File: config.mk
export PLATFORM = sky130hd
export DESIGN_NAME = seg_scan_decoder
export DESIGN_NICKNAME = d
export VERILOG_FILES = /design/src/rtl/seg7_pkg.sv /design/src/rtl/seg7_decode.sv /design/src/rtl/seg_scan_decoder.sv
export SDC_FILE = /design/constraint.sdc
export NUM_CORES = 1
export LEC_CHECK = 0
export ABC_CLOCK_PERIOD_IN_PS = 3200
export CORE_ASPECT_RATIO = 0.8
export CORE_MARGIN = 8
export CORE_UTILIZATION = 53
export DETAILED_ROUTE_END_ITERATION = 12
export GPL_TIMING_DRIVEN = 0
export PLACE_DENSITY = 0.76
export SETUP_SLACK_MARGIN = 0.3
export SLEW_MARGIN = 0
export SYNTH_ARGS = -nofsm -noshare
export SYNTH_HDL_FRONTEND = slang
export SYNTH_HIERARCHICAL = 1
export SYNTH_SLANG_ARGS = --single-unit
File: constraint.sdc
create_clock -name mclk -period 3.2 [get_ports mclk]
set_input_delay 0.96 -clock mclk [delete_from_list [all_inputs] [get_ports mclk]]
set_output_delay 0.96 -clock mclk [all_outputs]
set_load 0.02 [all_outputs]
File: src/rtl/seg7_pkg.sv
// Shared seven-segment definitions for the display driver and the scan-bus monitor.
// All segment codes are active-low, bit order g..a.
package seg7_pkg;

    localparam int unsigned AN_W       = 4;
    localparam int unsigned SEG_W      = 8;
    localparam int unsigned BCD_W      = 4;
    localparam int unsigned NUM_DIGITS = 10;

    localparam logic [6:0] SEG_0     = 7'b1000000;
    localparam logic [6:0] SEG_1     = 7'b1111001;
    localparam logic [6:0] SEG_2     = 7'b0100100;
    localparam logic [6:0] SEG_3     = 7'b0110000;
    localparam logic [6:0] SEG_4     = 7'b0011001;
    localparam logic [6:0] SEG_5     = 7'b0010010;
    localparam logic [6:0] SEG_6     = 7'b0000010;
    localparam logic [6:0] SEG_7     = 7'b1111000;
    localparam logic [6:0] SEG_8     = 7'b0000000;
    localparam logic [6:0] SEG_9     = 7'b0010000;
    localparam logic [6:0] SEG_BLANK = 7'b1111111;

    localparam logic [AN_W-1:0] AN_0    = 4'b1110;
    localparam logic [AN_W-1:0] AN_1    = 4'b1101;
    localparam logic [AN_W-1:0] AN_2    = 4'b1011;
    localparam logic [AN_W-1:0] AN_3    = 4'b0111;
    localparam logic [AN_W-1:0] AN_NONE = 4'b1111;

    // One sample of the multiplexed display bus
    typedef struct packed {
        logic [AN_W-1:0]  an;
        logic [SEG_W-1:0] seg;
    } scan_bus_t;

    typedef enum logic [1:0] {
        ST_WAIT,
        ST_SETTLE,
        ST_HELD
    } scan_state_t;

    function automatic logic [6:0] bcd_to_seg(input logic [BCD_W-1:0] bcd);
        case (bcd)
            4'd0:    bcd_to_seg = SEG_0;
            4'd1:    bcd_to_seg = SEG_1;
            4'd2:    bcd_to_seg = SEG_2;
            4'd3:    bcd_to_seg = SEG_3;
            4'd4:    bcd_to_seg = SEG_4;
            4'd5:    bcd_to_seg = SEG_5;
            4'd6:    bcd_to_seg = SEG_6;
            4'd7:    bcd_to_seg = SEG_7;
            4'd8:    bcd_to_seg = SEG_8;
            4'd9:    bcd_to_seg = SEG_9;
            default: bcd_to_seg = SEG_BLANK;
        endcase
    endfunction

endpackage

File: src/rtl/seg7_decode.sv
// Combinational inverse of bcd_to_seg: recovers the BCD value from an active-low
// segment pattern and flags any pattern that is not one of the ten digits.
module seg7_decode
    import seg7_pkg::*;
(
    input  logic [6:0]       seg,
    output logic             valid_c,
    output logic [BCD_W-1:0] bcd_c
);

    // Search the shared encode table so both ends of the bus stay in step
    always_comb begin
        valid_c = 1'b0;
        bcd_c   = '0;
        for (int unsigned i = 0; i < NUM_DIGITS; i++) begin
            if (bcd_to_seg(BCD_W'(i)) == seg) begin
                valid_c = 1'b1;
                bcd_c   = BCD_W'(i);
            end
        end
    end

endmodule

File: src/rtl/seg_scan_decoder.sv
// Monitor for the multiplexed 4-digit common-anode display bus: waits for each digit
// dwell to settle, decodes it back to BCD and publishes complete 4-digit frames.
module seg_scan_decoder
    import seg7_pkg::*;
#(
    parameter int unsigned STABLE_CYCLES  = 16,
    parameter int unsigned TIMEOUT_CYCLES = 2_000_000
) (
    input  logic             mclk,
    input  logic             rst_n,
    input  logic [AN_W-1:0]  an_in,
    input  logic [SEG_W-1:0] seg_in,
    output logic [BCD_W-1:0] digit0,
    output logic [BCD_W-1:0] digit1,
    output logic [BCD_W-1:0] digit2,
    output logic [BCD_W-1:0] digit3,
    output logic [AN_W-1:0]  dp_out,
    output logic             frame_valid,
    output logic             seg_err,
    output logic             an_err,
    output logic             scan_timeout
);

    localparam int unsigned SET_W = $clog2(STABLE_CYCLES);
    localparam int unsigned TO_W  = $clog2(TIMEOUT_CYCLES + 1);
    localparam int unsigned POS_W = $clog2(AN_W);

    scan_bus_t                    sync1_q, sync2_q, cmp_q;
    scan_state_t                  state_q, state_d;
    logic [SET_W-1:0]             settle_q, settle_d;
    logic [TO_W-1:0]              tcnt_q, tcnt_d;
    logic [AN_W-1:0]              mask_q, mask_d;
    logic [AN_W-1:0]              sdp_q, sdp_d;
    logic [AN_W-1:0]              dp_q, dp_d;
    logic [AN_W-1:0][BCD_W-1:0]   shadow_q, shadow_d;
    logic [AN_W-1:0][BCD_W-1:0]   digits_q, digits_d;
    logic                         frame_q, frame_d;
    logic                         seg_err_q, seg_err_d;
    logic                         an_err_q, an_err_d;
    logic                         timeout_q, timeout_d;

    logic                         bus_changed;
    logic                         evaluate;
    logic                         capture;
    logic [AN_W-1:0]              an_low;
    logic [POS_W:0]               low_cnt;
    logic [POS_W-1:0]             pos;
    logic                         dec_valid;
    logic [BCD_W-1:0]             dec_bcd;

    // Two-flop synchronizer plus compare register; blank bus (all ones) out of reset
    always_ff @(posedge mclk or negedge rst_n) begin
        if (!rst_n) begin
            sync1_q <= '1;
            sync2_q <= '1;
            cmp_q   <= '1;
        end else begin
            sync1_q <= scan_bus_t'({an_in, seg_in});
            sync2_q <= sync1_q;
            cmp_q   <= sync2_q;
        end
    end

    assign bus_changed = (sync2_q != cmp_q);

    seg7_decode u_decode (
        .seg     (cmp_q.seg[6:0]),
        .valid_c (dec_valid),
        .bcd_c   (dec_bcd)
    );

    // Count active anodes and locate the (last) low one
    always_comb begin
        an_low  = ~cmp_q.an;
        low_cnt = '0;
        pos     = '0;
        for (int unsigned i = 0; i < AN_W; i++) begin
            if (an_low[i]) begin
                low_cnt = low_cnt + 1'b1;
                pos     = POS_W'(i);
            end
        end
    end

    // Settle FSM, capture, timeout and frame assembly
    always_comb begin
        state_d   = state_q;
        settle_d  = settle_q;
        evaluate  = 1'b0;
        capture   = 1'b0;
        tcnt_d    = tcnt_q;
        mask_d    = mask_q;
        shadow_d  = shadow_q;
        sdp_d     = sdp_q;
        digits_d  = digits_q;
        dp_d      = dp_q;
        frame_d   = 1'b0;
        seg_err_d = 1'b0;
        an_err_d  = 1'b0;
        timeout_d = timeout_q;

        case (state_q)
            ST_WAIT, ST_HELD: begin
                if (bus_changed) begin
                    state_d  = ST_SETTLE;
                    settle_d = '0;
                end
            end
            ST_SETTLE: begin
                if (bus_changed) begin
                    settle_d = '0;
                end else if (settle_q == SET_W'(STABLE_CYCLES - 1)) begin
                    evaluate = 1'b1;
                    state_d  = ST_HELD;
                end else begin
                    settle_d = settle_q + 1'b1;
                end
            end
            default: state_d = ST_WAIT;
        endcase

        if (evaluate) begin
            if (low_cnt > (POS_W + 1)'(1)) begin
                an_err_d = 1'b1;
            end else if (low_cnt == (POS_W + 1)'(1)) begin
                if (dec_valid) begin
                    capture       = 1'b1;
                    shadow_d[pos] = dec_bcd;
                    sdp_d[pos]    = ~cmp_q.seg[SEG_W-1];
                    mask_d[pos]   = 1'b1;
                end else begin
                    seg_err_d   = 1'b1;
                    mask_d[pos] = 1'b0;
                end
            end
        end

        // A capture on the edge the timeout would fire takes priority
        if (capture) begin
            tcnt_d    = '0;
            timeout_d = 1'b0;
        end else if (tcnt_q != TO_W'(TIMEOUT_CYCLES)) begin
            tcnt_d = tcnt_q + 1'b1;
            if (tcnt_d == TO_W'(TIMEOUT_CYCLES)) begin
                timeout_d = 1'b1;
                mask_d    = '0;
            end
        end

        if (mask_d == '1) begin
            frame_d  = 1'b1;
            digits_d = shadow_d;
            dp_d     = sdp_d;
            mask_d   = '0;
        end
    end

    always_ff @(posedge mclk or negedge rst_n) begin
        if (!rst_n) begin
            state_q   <= ST_WAIT;
            settle_q  <= '0;
            tcnt_q    <= '0;
            mask_q    <= '0;
            shadow_q  <= '0;
            sdp_q     <= '0;
            digits_q  <= '0;
            dp_q      <= '0;
            frame_q   <= 1'b0;
            seg_err_q <= 1'b0;
            an_err_q  <= 1'b0;
            timeout_q <= 1'b0;
        end else begin
            state_q   <= state_d;
            settle_q  <= settle_d;
            tcnt_q    <= tcnt_d;
            mask_q    <= mask_d;
            shadow_q  <= shadow_d;
            sdp_q     <= sdp_d;
            digits_q  <= digits_d;
            dp_q      <= dp_d;
            frame_q   <= frame_d;
            seg_err_q <= seg_err_d;
            an_err_q  <= an_err_d;
            timeout_q <= timeout_d;
        end
    end

    assign digit0       = digits_q[0];
    assign digit1       = digits_q[1];
    assign digit2       = digits_q[2];
    assign digit3       = digits_q[3];
    assign dp_out       = dp_q;
    assign frame_valid  = frame_q;
    assign seg_err      = seg_err_q;
    assign an_err       = an_err_q;
    assign scan_timeout = timeout_q;

endmodule

==> summary.md <==
| Metric | Value |
|---|---|
| Run status | complete, but fails checks |
| Violations in the final reports | setup timing |
| Final Util | around 67% |
| Initial core utilization | 53.68% |
| Placer's final routability congestion estimate | around 0.91 |
| Instance count of the mapped netlist | between 400 and 500 |
| Final WS setup | -0.1102 ns |
| Number of violations reported at the end of detailed-routing iteration 0 | 248 |
| Worst Clk Skew | roughly 0.0057 ns |
| Worst Setup Start Kind | flop |
| Standard-cell row count | 32 |
| Count of fill cells added during filler insertion | 701 |
| Most common flop cell mapped by yosys | dfrtp_1 |
| Number of pins exceeding their max-slew limit in the final report | 0 |
| Worst setup startpoint | cmp_q[9] |
| Reg-to-reg endpoint | digit3[1] |
| Cts-stage hold buffer count | 0 |
| Number of buffers and inverters on the critical path | 2 |
| Maximum net fanout on the critical path | 10 |
| Arrival @ worst endpoint | 3.55 ns |
| Total Nets Final | 514 |
| Max-cap check violation count | 0 |
| Fraction of registers with async set or reset after synthesis | 100.0% |
| Die Height | 103.9 um |
| Classification of the worst setup path | flop to flop |
| Final Hold Vio Count | 0 |
| Overall via count from detail_route | 3472 |
| Clock tree from TritonCTS | built |
| Cells along the critical path | inv_2 -> ha_4 -> xnor2_4 -> ha_4 -> nor3b_4 -> mux2_4 -> o2111a_2 -> a31oi_4 -> o2111ai_2 -> or4b_4 -> buf_12 -> mux2_4 |
| Clock period minus worst slack | 3.310 ns |
| Relative area change from synthesis to final layout | 24.44% |
| Worst Tran Pin Value | 0.7276 ns |
| Overflow left after global routing | 0 |
| Via count of the first global-routing pass | 3471 |
| Highest cell delay on the worst timing path | slightly below 0.6 ns |
| Slew HR | 51.08% |
| Fraction of the cycle the final worst path needs | 103.4% |
| Die area | 13070 sq um |
| Remaining DRCs | 0 |
| Die X | between 100 and 150 um |
| Wire length after detailed routing | 10360 um |
| Maximum count of clock buffers along a single path | 2 |
| Mapped Area | 5115 sq um |
| Gate family responsible for the most delay along the worst path | simple AND/OR/NAND/NOR gates |
| Sinks on Clock Net | between 100 and 150 |
| Initial antenna violation count | 0 |
| Sequential-to-total area share from yosys stat | 55.19% |
| Routed WL per cell | 16.77 um |
| Min-delay worst type | flop to flop |
| Peak supply drop | 0.0002665 V |
| Number of levels the H-tree was split into | 3 |
| I/O Pins | 38 |
| Capturing instance or port of the critical path | digit3[1] |
| Cells on worst reg2reg path | 12 |
| Total of flip-flops plus latches after synthesis | 111 |
| Critical Path Stages | 12 |
| Total power after layout | 2.741 mW |
| Number of distinct library cells after synthesis | between 50 and 60 |
| Mean instance size in the synthesized netlist | about 12 sq um |
| Floorplan Core Area | 9529 sq um |
| Reg-to-reg critical path startpoint | cmp_q[9] |
| Storage cell area | 2823 sq um |
| Combined global-route utilization of all metal layers | 16.22% |
| Achievable frequency | 302.1 MHz |
| TritonRoute pass-1 iters | 6 |
| Yosys warning count | 6 |
| Clock latency on the worst-skew pair | about 0.35 ns |
| Most common cell after layout, fill and taps aside | dfrtp_1 |
| Critical-path top delay cell | or4b_4 |
| Num CTS Buffers | 9 |
| Maximum number of pins on one net before global-route repair | 73 |
| Leading cell types in the layout, fill and taps excluded | dfrtp_1 (75), dfstp_2 (36), clkdlybuf4s50_1 (36), nor2_1 (31), buf_4 (24) |
| Port Buffer Count | 37 |
| Layout cell share with drive strength beyond 1 | ~32% |
| Final setup violation count | 20 |
| Setup repair after global routing missed its margin | true |
| Combined area of the multi-input logic cells | 2312 sq um |
| EDFF count, synth | 0 |
| Root buf cell | clkbuf_16 |
| Type of element capturing the critical path | flop |
| Total half-perimeter wirelength after legalization and detailed placement | 6831 um |
| Routed via count divided by cell count | between 5 and 6 |
| Number of nets produced by synthesis | 441 |
| Clock transition time at the flip-flop clock pins of the worst setup and hold paths | 0.07 ns |
| Worst Path Required | 3.44 ns |
| Inserted Diodes | 0 |
| Static leakage power | 2.814 nW |
| Flop2flop setup slack | -0.11 ns |
| Wire length of the first global-routing pass | 17170 um |
| Power per Cell Area | roughly 430 nW/um^2 |
| Number of routed nets with antenna violations | 0 |
-- routing by layer --
| metal | track usage (%) | share of wire (%) | up-vias |
|---|---|---|---|
| met5 | 0 | 0 | - |
| met4 | 7.198 | 2.0 | 0 |
| met3 | 4.611 | 5.7 | 19 |
| met2 | 23.91 | 45 | 100 |
| met1 | 21.85 | 48 | 1698 |
| li1 | - | - | 1655 |
-- where the power goes --
| group | total [mW] | switching (mW) | internal, mW |
|---|---|---|---|
| combinational | 0.159 | 0.0835 | 0.0757 |
| sequential | 1.46 | 0.0199 | 1.44 |
| clock | 1.12 | 0.493 | 0.625 |
-- area by class of cell --
class                           count  area share (%)
Clock inverter                      2          0.2752
Tap cell                          119           2.339
Inverter                           13          0.7667
Timing Repair Buffer               62           9.475
Clock buffer                       14           4.482
Sequential cell                   111           44.35
Multi-Input combinational cell    281           36.33
Buffer                             16           1.985
-- what timing repair did --
action	4_1_cts	5_1_grt
pin swaps	3	2
resized for setup	21	16
buffers inserted	15	7
cloned	2	0
endpoints found under the setup margin	51	35
hold endpoints to repair	0	0
-- registers in the layout (all words and copies together) (netlist names), 12 cells and up --
name      cells
tcnt_q       21
sync2_q      12
shadow_q     16
sync1_q      12
cmp_q        12
-- Yosys cell counts, types with 10 or more instances --
cell	n	area, sq um
o21ai_0	10	50.05
xnor2_1	12	105.1
nand4_1	13	81.33
nor4_1	10	62.56
nand2_1	22	82.58
nand3_1	12	60.06
dfstp_2	36	945.9
dfrtp_1	75	1877
nor3_1	13	65.06
mux2_2	18	202.7
xor2_1	23	201.4
mux2_4	19	285.3
inv_1	13	48.80
nor2_1	35	131.4
-- worst min-delay path by stage --
stage          slack, ns         from     endpoint  cells after the start
2_1_floorplan       0.35   sync1_q[0]   sync2_q[0]                      0
3_3_place_gp        0.35   sync1_q[4]   sync2_q[4]                      0
3_5_place_dp        0.35   sync1_q[1]   sync2_q[1]                      0
4_1_cts             0.36  sync1_q[10]  sync2_q[10]                      0
5_1_grt             0.36  sync1_q[11]  sync2_q[11]                      0
6_report            0.36  sync1_q[10]  sync2_q[10]                      0
-- worst register-to-register path, cell delays in order, from the launching register on --
cell and delay (ns):
dfstp_2 0.56, inv_2 0.06, ha_4 0.29, xnor2_4 0.13, ha_4 0.23, nor3b_4 0.18, mux2_4 0.17, o2111a_2 0.28
a31oi_4 0.11, o2111ai_2 0.12, or4b_4 0.58, buf_12 0.19, mux2_4 0.30
-- through the flow --
stage	hold slack [ns]	cells	instance area, sq um	setup TNS (ns)	setup WS [ns]
after floorplan	0.3452	421	5156	-1.205	-0.06371
after global placement	0.3454	577	5675	-272.98	-2.798
after detailed placement	0.3472	578	5700	-9.997	-0.4578
after CTS	0.3573	611	6247	-1.205	-0.07761
after global routing	0.3597	618	6365	-3.710	-0.1985
final	0.3559	618	6365	-1.921	-0.1102
-- cell families after synthesis --
family	share of synthesized area (%)
AO/OA/AOI/OAI	6.434
buffers and inverters	2.691
flip-flops	55.19
XOR/XNOR	5.993
adder cells (fa/ha/maj)	1.468
AND/OR/NAND/NOR	17.51
multiplexers	10.71
No activity file was read; power rests on OpenSTA's default activity.
